$ cat config.mk
export PLATFORM = sky130hd
export DESIGN_NAME = vga_timing_gen_flat
export DESIGN_NICKNAME = d
export VERILOG_FILES = /design/src/rtl/vga_timing_gen_if.sv /design/src/rtl/vga_timing_gen.sv /design/src/flat_wrapper.sv
export SDC_FILE = /design/constraint.sdc
export NUM_CORES = 1
export LEC_CHECK = 0
export CORE_ASPECT_RATIO = 2
export CORE_MARGIN = 2
export CORE_UTILIZATION = 42
export CTS_BUF_LIST = sky130_fd_sc_hd__clkbuf_8
export CTS_CLUSTER_DIAMETER = 80
export DETAILED_ROUTE_END_ITERATION = 8
export GPL_ROUTABILITY_DRIVEN = 0
export MAX_ROUTING_LAYER = met4
export PLACE_DENSITY = 0.81
export SYNTH_ARGS = -nofsm -noshare
export SYNTH_HDL_FRONTEND = slang
export SYNTH_SLANG_ARGS = --single-unit
$ cat constraint.sdc
create_clock -name Clk -period 1.5 [get_ports Clk]
set_input_delay 0.225 -clock Clk [delete_from_list [all_inputs] [get_ports Clk]]
set_output_delay 0.225 -clock Clk [all_outputs]
set_load 0.005 [all_outputs]
$ cat src/rtl/vga_timing_gen_if.sv
// Pixel-coordinate link between the VGA timing generator (master) and the colour mapper (slave).
// The mapper returns the colour for the current DrawX/DrawY on rgb_in.
interface vga_timing_gen_if;
  logic [9:0]  DrawX;
  logic [9:0]  DrawY;
  logic        frame_start;
  logic [23:0] rgb_in;

  modport master (
    output DrawX,
    output DrawY,
    output frame_start,
    input  rgb_in
  );

  modport slave (
    input  DrawX,
    input  DrawY,
    input  frame_start,
    output rgb_in
  );
endinterface

$ cat src/rtl/vga_timing_gen.sv
// 640x480@60 VGA timing from a 50 MHz clock, with the registered sync/blank/colour output stage.
// Build option VGA_TEST_PATTERN_EN adds a test_pattern input that replaces rgb_in with 8 colour bars.
module vga_timing_gen #(
  parameter int unsigned H_VISIBLE = 640,
  parameter int unsigned H_FP      = 16,
  parameter int unsigned H_SYNC    = 96,
  parameter int unsigned H_BP      = 48,
  parameter int unsigned V_VISIBLE = 480,
  parameter int unsigned V_FP      = 10,
  parameter int unsigned V_SYNC    = 2,
  parameter int unsigned V_BP      = 33
) (
  input  logic                   Clk,
  input  logic                   Reset_n,
  vga_timing_gen_if.master       pix,
`ifdef VGA_TEST_PATTERN_EN
  input  logic                   test_pattern,
`endif
  output logic                   VGA_CLK,
  output logic                   VGA_HS,
  output logic                   VGA_VS,
  output logic                   VGA_BLANK_N,
  output logic                   VGA_SYNC_N,
  output logic [7:0]             VGA_R,
  output logic [7:0]             VGA_G,
  output logic [7:0]             VGA_B
);

  localparam logic [9:0] H_LAST     = 10'(H_VISIBLE + H_FP + H_SYNC + H_BP - 1);
  localparam logic [9:0] V_LAST     = 10'(V_VISIBLE + V_FP + V_SYNC + V_BP - 1);
  localparam logic [9:0] H_VIS      = 10'(H_VISIBLE);
  localparam logic [9:0] V_VIS      = 10'(V_VISIBLE);
  localparam logic [9:0] HS_START   = 10'(H_VISIBLE + H_FP);
  localparam logic [9:0] HS_END     = 10'(H_VISIBLE + H_FP + H_SYNC);
  localparam logic [9:0] VS_START   = 10'(V_VISIBLE + V_FP);
  localparam logic [9:0] VS_END     = 10'(V_VISIBLE + V_FP + V_SYNC);

  logic        pix_en;
  logic [9:0]  hc;
  logic [9:0]  vc;
  logic        h_last;
  logic        v_last;
  logic        hs_d;
  logic        vs_d;
  logic        vis_d;
  logic [23:0] pix_rgb;
  logic        frame_start_q;

  assign h_last = (hc == H_LAST);
  assign v_last = (vc == V_LAST);

  assign pix.DrawX       = hc;
  assign pix.DrawY       = vc;
  assign pix.frame_start = frame_start_q;
  assign VGA_SYNC_N      = 1'b0;

  // Pixel enable every second Clk; VGA_CLK trails it by one Clk so it rises with each counter step.
  always_ff @(posedge Clk or negedge Reset_n) begin
    if (!Reset_n) begin
      pix_en  <= 1'b0;
      VGA_CLK <= 1'b0;
    end else begin
      pix_en  <= ~pix_en;
      VGA_CLK <= pix_en;
    end
  end

  always_ff @(posedge Clk or negedge Reset_n) begin
    if (!Reset_n) begin
      hc <= '0;
      vc <= '0;
    end else if (pix_en) begin
      if (h_last) begin
        hc <= '0;
        vc <= v_last ? '0 : vc + 10'd1;
      end else begin
        hc <= hc + 10'd1;
      end
    end
  end

  // Pulse marks the edge where the counters land on (0,0); the post-reset start does not count.
  always_ff @(posedge Clk or negedge Reset_n) begin
    if (!Reset_n) begin
      frame_start_q <= 1'b0;
    end else begin
      frame_start_q <= pix_en && h_last && v_last;
    end
  end

  assign hs_d  = !((hc >= HS_START) && (hc < HS_END));
  assign vs_d  = !((vc >= VS_START) && (vc < VS_END));
  assign vis_d = (hc < H_VIS) && (vc < V_VIS);

`ifdef VGA_TEST_PATTERN_EN
  localparam logic [9:0] BAR_W = 10'(H_VISIBLE / 8);

  logic [2:0]  bar;
  logic [23:0] bar_rgb;

  // Bar order white, yellow, cyan, green, magenta, red, blue, black falls out of the index bits.
  assign bar     = 3'(hc / BAR_W);
  assign bar_rgb = {{8{~bar[1]}}, {8{~bar[2]}}, {8{~bar[0]}}};
  assign pix_rgb = test_pattern ? bar_rgb : pix.rgb_in;
`else
  assign pix_rgb = pix.rgb_in;
`endif

  // Single output register stage keeps sync, blank and colour aligned one pixel behind the counters.
  always_ff @(posedge Clk or negedge Reset_n) begin
    if (!Reset_n) begin
      VGA_HS      <= 1'b1;
      VGA_VS      <= 1'b1;
      VGA_BLANK_N <= 1'b0;
      VGA_R       <= '0;
      VGA_G       <= '0;
      VGA_B       <= '0;
    end else if (pix_en) begin
      VGA_HS      <= hs_d;
      VGA_VS      <= vs_d;
      VGA_BLANK_N <= vis_d;
      VGA_R       <= vis_d ? pix_rgb[23:16] : 8'h00;
      VGA_G       <= vis_d ? pix_rgb[15:8]  : 8'h00;
      VGA_B       <= vis_d ? pix_rgb[7:0]   : 8'h00;
    end
  end

endmodule

$ cat src/flat_wrapper.sv
// flat-port wrapper written by rule: the top's interface ports become plain ports
module vga_timing_gen_flat 
#(
  parameter int unsigned H_VISIBLE = 640,
  parameter int unsigned H_FP      = 16,
  parameter int unsigned H_SYNC    = 96,
  parameter int unsigned H_BP      = 48,
  parameter int unsigned V_VISIBLE = 480,
  parameter int unsigned V_FP      = 10,
  parameter int unsigned V_SYNC    = 2,
  parameter int unsigned V_BP      = 33
)
  (Clk, Reset_n, VGA_CLK, VGA_HS, VGA_VS, VGA_BLANK_N, VGA_SYNC_N, VGA_R, VGA_G, VGA_B, pix_DrawX, pix_DrawY, pix_frame_start, pix_rgb_in);
  vga_timing_gen_if pix_i ();
  input  logic Clk;
  input  logic Reset_n;
  output logic VGA_CLK;
  output logic VGA_HS;
  output logic VGA_VS;
  output logic VGA_BLANK_N;
  output logic VGA_SYNC_N;
  output logic [7:0] VGA_R;
  output logic [7:0] VGA_G;
  output logic [7:0] VGA_B;
  output wire logic [$bits(pix_i.DrawX)-1:0] pix_DrawX;
  output wire logic [$bits(pix_i.DrawY)-1:0] pix_DrawY;
  output wire logic [$bits(pix_i.frame_start)-1:0] pix_frame_start;
  input wire logic [$bits(pix_i.rgb_in)-1:0] pix_rgb_in;
  assign pix_DrawX = pix_i.DrawX;
  assign pix_DrawY = pix_i.DrawY;
  assign pix_frame_start = pix_i.frame_start;
  assign pix_i.rgb_in = pix_rgb_in;
  vga_timing_gen #(.H_VISIBLE(H_VISIBLE), .H_FP(H_FP), .H_SYNC(H_SYNC), .H_BP(H_BP), .V_VISIBLE(V_VISIBLE), .V_FP(V_FP), .V_SYNC(V_SYNC), .V_BP(V_BP)) u_core (.Clk(Clk), .Reset_n(Reset_n), .pix(pix_i), .VGA_CLK(VGA_CLK), .VGA_HS(VGA_HS), .VGA_VS(VGA_VS), .VGA_BLANK_N(VGA_BLANK_N), .VGA_SYNC_N(VGA_SYNC_N), .VGA_R(VGA_R), .VGA_G(VGA_G), .VGA_B(VGA_B));
endmodule
==> qor.csv <==
stage;metric;value;unit
sta;number of failing setup endpoints in the final timing report;5;
finish;synthesis-to-layout area growth;64.6;%
clock_network;H-tree depth reported by CTS;2;
flow_run;count of max-cap constraint violations;0;
sta;fmax;0.644;GHz
floorplan;y dimension of the die;105;µm
synth;register bit count reported by yosys;50;
detailed_routing;number of nets with antenna violations after routing;0;
synth;Mapped Area;0.00213;mm²
sta;Max Transition Viols Final;0;
synth;Unique masters post-synth;40;
sta;setup TNS;-0.120;ns
clock_network;Root Driver;sky130_fd_sc_hd__clkbuf_8;
clock_network;Num Clock Sinks;50;
detailed_routing;number of DRC markers in iteration 0;45;
detailed_routing;DRC Markers;0;
clock_network;cts bufs inserted;5;
finish;post-route cell area;0.00350;mm²
global_route;wire length of the first global-routing pass;9080;µm
synth;number of nets in the synthesized netlist;206;
floorplan;cell row count;36;
synth;dominant synthesized flop cell;sky130_fd_sc_hd__dfrtp_1;
floorplan;Die X-Extent;54.3;µm
synth;fraction of synthesis flops using an asynchronous set or reset pin;1.00;
worst_setup_path;worst endpoint required time;1.68;ns
sta;unrepaired setup endpoints after global routing;yes;
clock_network;CTS tree;done;
finish;Antenna Diode Count;0;
detailed_routing;final routed wirelength across all metal layers;5980;µm
clock_network;Max Root-Sink Buffers;2;
worst_setup_path;endpoint type of the worst setup path;flop;
worst_setup_path;Critical Setup Path Class;flop to flop;
global_route;GRT Residual Overflow;0;
synth;Yosys top cell area share;0.565;
floorplan;Starting Density;0.437;
sta;fin crit share;1.04;
finish;number of nets in the layout;324;
placed_design;placed standard-cell area;0.00314;mm²
global_route;maximum number of pins on one net before global-route repair;51;
detailed_routing;iteration count of the initial detailed-routing pass;4;
global_route;number of global-route vias before repair;1973;
floorplan;number of top-level design ports;76;
sta;final worst slack;-0.0530;ns
synth;register area share after synthesis;0.589;
finish;total of fill cells in the finished design;340;
outcome;result of the run;complete, but fails checks;
worst_setup_path;Arr. time, crit path;1.74;ns
outcome;violated checks;negative setup slack;
pwr;power density cells;663;mW/mm²
placed_design;Port Buf Inserts;74;
worst_setup_path;r2r setup slk;-0.05;ns
clock_network;CTS clk-pin slew, worst paths;0.09;ns
global_route;overall routing resource usage;0.221;
sta;final period demand of the worst path;1.55;ns
worst_setup_path;top fanout value on the critical path;4;
detailed_routing;average wire length per cell after detail routing;17.0;µm
floorplan;DIE AREA;0.00568;mm²
synth;leading area contributor after synthesis;sky130_fd_sc_hd__dfrtp_1;
synth;Post-Synthesis Mean Instance Area;12.1;µm²
clock_network;clock network latency to the later pin of the worst-skew pair;0.29;ns
finish;final cell utilization of the core;0.720;
detailed_routing;Vias per Instance;5.39;
synth;leading post-synthesis cells by cell area;sky130_fd_sc_hd__dfrtp_1 (56%), sky130_fd_sc_hd__a22o_1 (9.9%), sky130_fd_sc_hd__xnor2_1 (3.7%);
sta;worst hold slack;0.444;ns
pwr;worst ir drop on vdd;0.691;mV
finish;fraction of layout cells with a size suffix above 1;0.279;
pwr;static leakage power;1.70;nW
placed_design;Detailed Place HPWL;3990;µm
detailed_routing;via count;1892;
hold_path;min-delay worst type;primary input to async pin;
synth;number of warning messages in the yosys log;0;
synth;post-synthesis cell count;176;
synth;Post-synth EDFFs;0;
sta;endpoints failing hold;0;
floorplan;core region area;0.00486;mm²
global_route;initial antenna violation count;0;
worst_setup_path;type of origin of the critical path;flop;
sta;skew final;0.00873;ns
-- state kept, by name, summed over array words and instances (netlist names), 8 cells and up --
signal            cells
u_core.VGA_B          8
u_core.VGA_G          8
u_core.VGA_R          8
u_core.pix.DrawX     10
u_core.pix.DrawY     10
-- worst max-delay path, cell delays in order (launching register included) --
cell	delay, ns
sky130_fd_sc_hd__dfrtp_1	0.41
sky130_fd_sc_hd__ha_4	0.17
sky130_fd_sc_hd__nand4_1	0.24
sky130_fd_sc_hd__nor4_1	0.37
sky130_fd_sc_hd__xnor2_1	0.18
sky130_fd_sc_hd__nor2_1	0.07
-- power breakdown --
| group | total (mW) | switching (mW) | internal [mW] |
|---|---|---|---|
| clock network | 0.725 | 0.416 | 0.309 |
| registers | 1.40 | 0.0186 | 1.38 |
| logic | 0.199 | 0.0608 | 0.138 |
| total | 2.32 | 0.495 | 1.83 |
-- what timing repair did --
action                                  4_1_cts  5_1_grt
pin swaps                                     1       14
endpoints found under the setup margin       32       43
hold endpoints to repair                     48        0
cloned                                        0        0
setup buffers                                11        5
gates resized for setup                      23       36
hold buffers                                  1        0
-- final cells by class --
cell class                      instances  area [µm²]  area share
Clock buffer                            5        68.8      0.0196
Clock inverter                          2        7.51     0.00214
Inverter                                5        18.8     0.00536
Multi-Input combinational cell        112         931       0.266
Sequential cell                        50        1260       0.359
Tap cell                               57        71.3      0.0204
Timing Repair Buffer                  120        1150       0.328
-- kinds of logic after synthesis --
logic type / share of synthesized area
compound gates: 0.138
fa+ha+maj: 0.0235
other cells: 0.00176
flops: 0.589
xor+xnor: 0.0535
mux: 0.00471
buf+inv: 0.0294
simple gates: 0.160
-- Yosys cell counts, drive strengths merged, types with 2 or more instances --
cell type   n
a21oi       4
a22o       24
and3        3
and4        3
buf         5
clkbuf      4
dfrtp      48
dfstp       2
ha          4
inv         4
nand2       6
nand3      11
nand4       6
nor2        9
nor3        5
nor4        3
o21ai       8
xnor2       9
xor2        4
-- per-layer routing --
metal,wire (µm),part of all wire,GRT usage
met3,236,0.039,0.0314
met2,3390,0.57,0.380
met4,121,0.020,0.0946
met5,0,0,-
met1,2230,0.37,0.239
-- cell usage in the layout (no fill, tap or decap), types with 6 or more instances in the layout --
master | Yosys | layout
sky130_fd_sc_hd__clkdlybuf4s50_1 | 0 | 54
sky130_fd_sc_hd__dfrtp_1 | 48 | 46
sky130_fd_sc_hd__buf_4 | 1 | 33
sky130_fd_sc_hd__a22o_1 | 24 | 24
sky130_fd_sc_hd__dlygate4sd2_1 | 0 | 12
sky130_fd_sc_hd__buf_6 | 0 | 10
sky130_fd_sc_hd__xnor2_1 | 9 | 9
sky130_fd_sc_hd__nand3_1 | 10 | 7
sky130_fd_sc_hd__nor2_1 | 9 | 7
sky130_fd_sc_hd__dlymetal6s2s_1 | 0 | 7
sky130_fd_sc_hd__nand4_1 | 6 | 6
-- worst paths after layout --
kind / from / cells after the start / end
min in group Clk: u_core.VGA_HS / 2 / u_core.VGA_HS
worst max register to register: u_core.pix.DrawX[0] / 5 / u_core.pix.DrawY[4]
worst min register to register: u_core.VGA_HS / 2 / u_core.VGA_HS
worst min-delay path: Reset_n / 3 / u_core.pix.DrawY[6]
max in group asynchronous: Reset_n / 3 / u_core.VGA_HS
worst max-delay path: u_core.pix.DrawX[0] / 5 / u_core.pix.DrawY[4]
-- per-stage QoR --
stage	cells	total power, mW	setup WS, ns
2_1_floorplan	176	1.46	-0.0451
3_3_place_gp	327	1.62	-0.0421
3_5_place_dp	327	1.63	-0.0695
4_1_cts	346	2.35	-0.0448
5_1_grt	351	2.43	-0.106
6_report	351	2.32	-0.0530
Note: power is estimated with default switching activity, not from simulation.
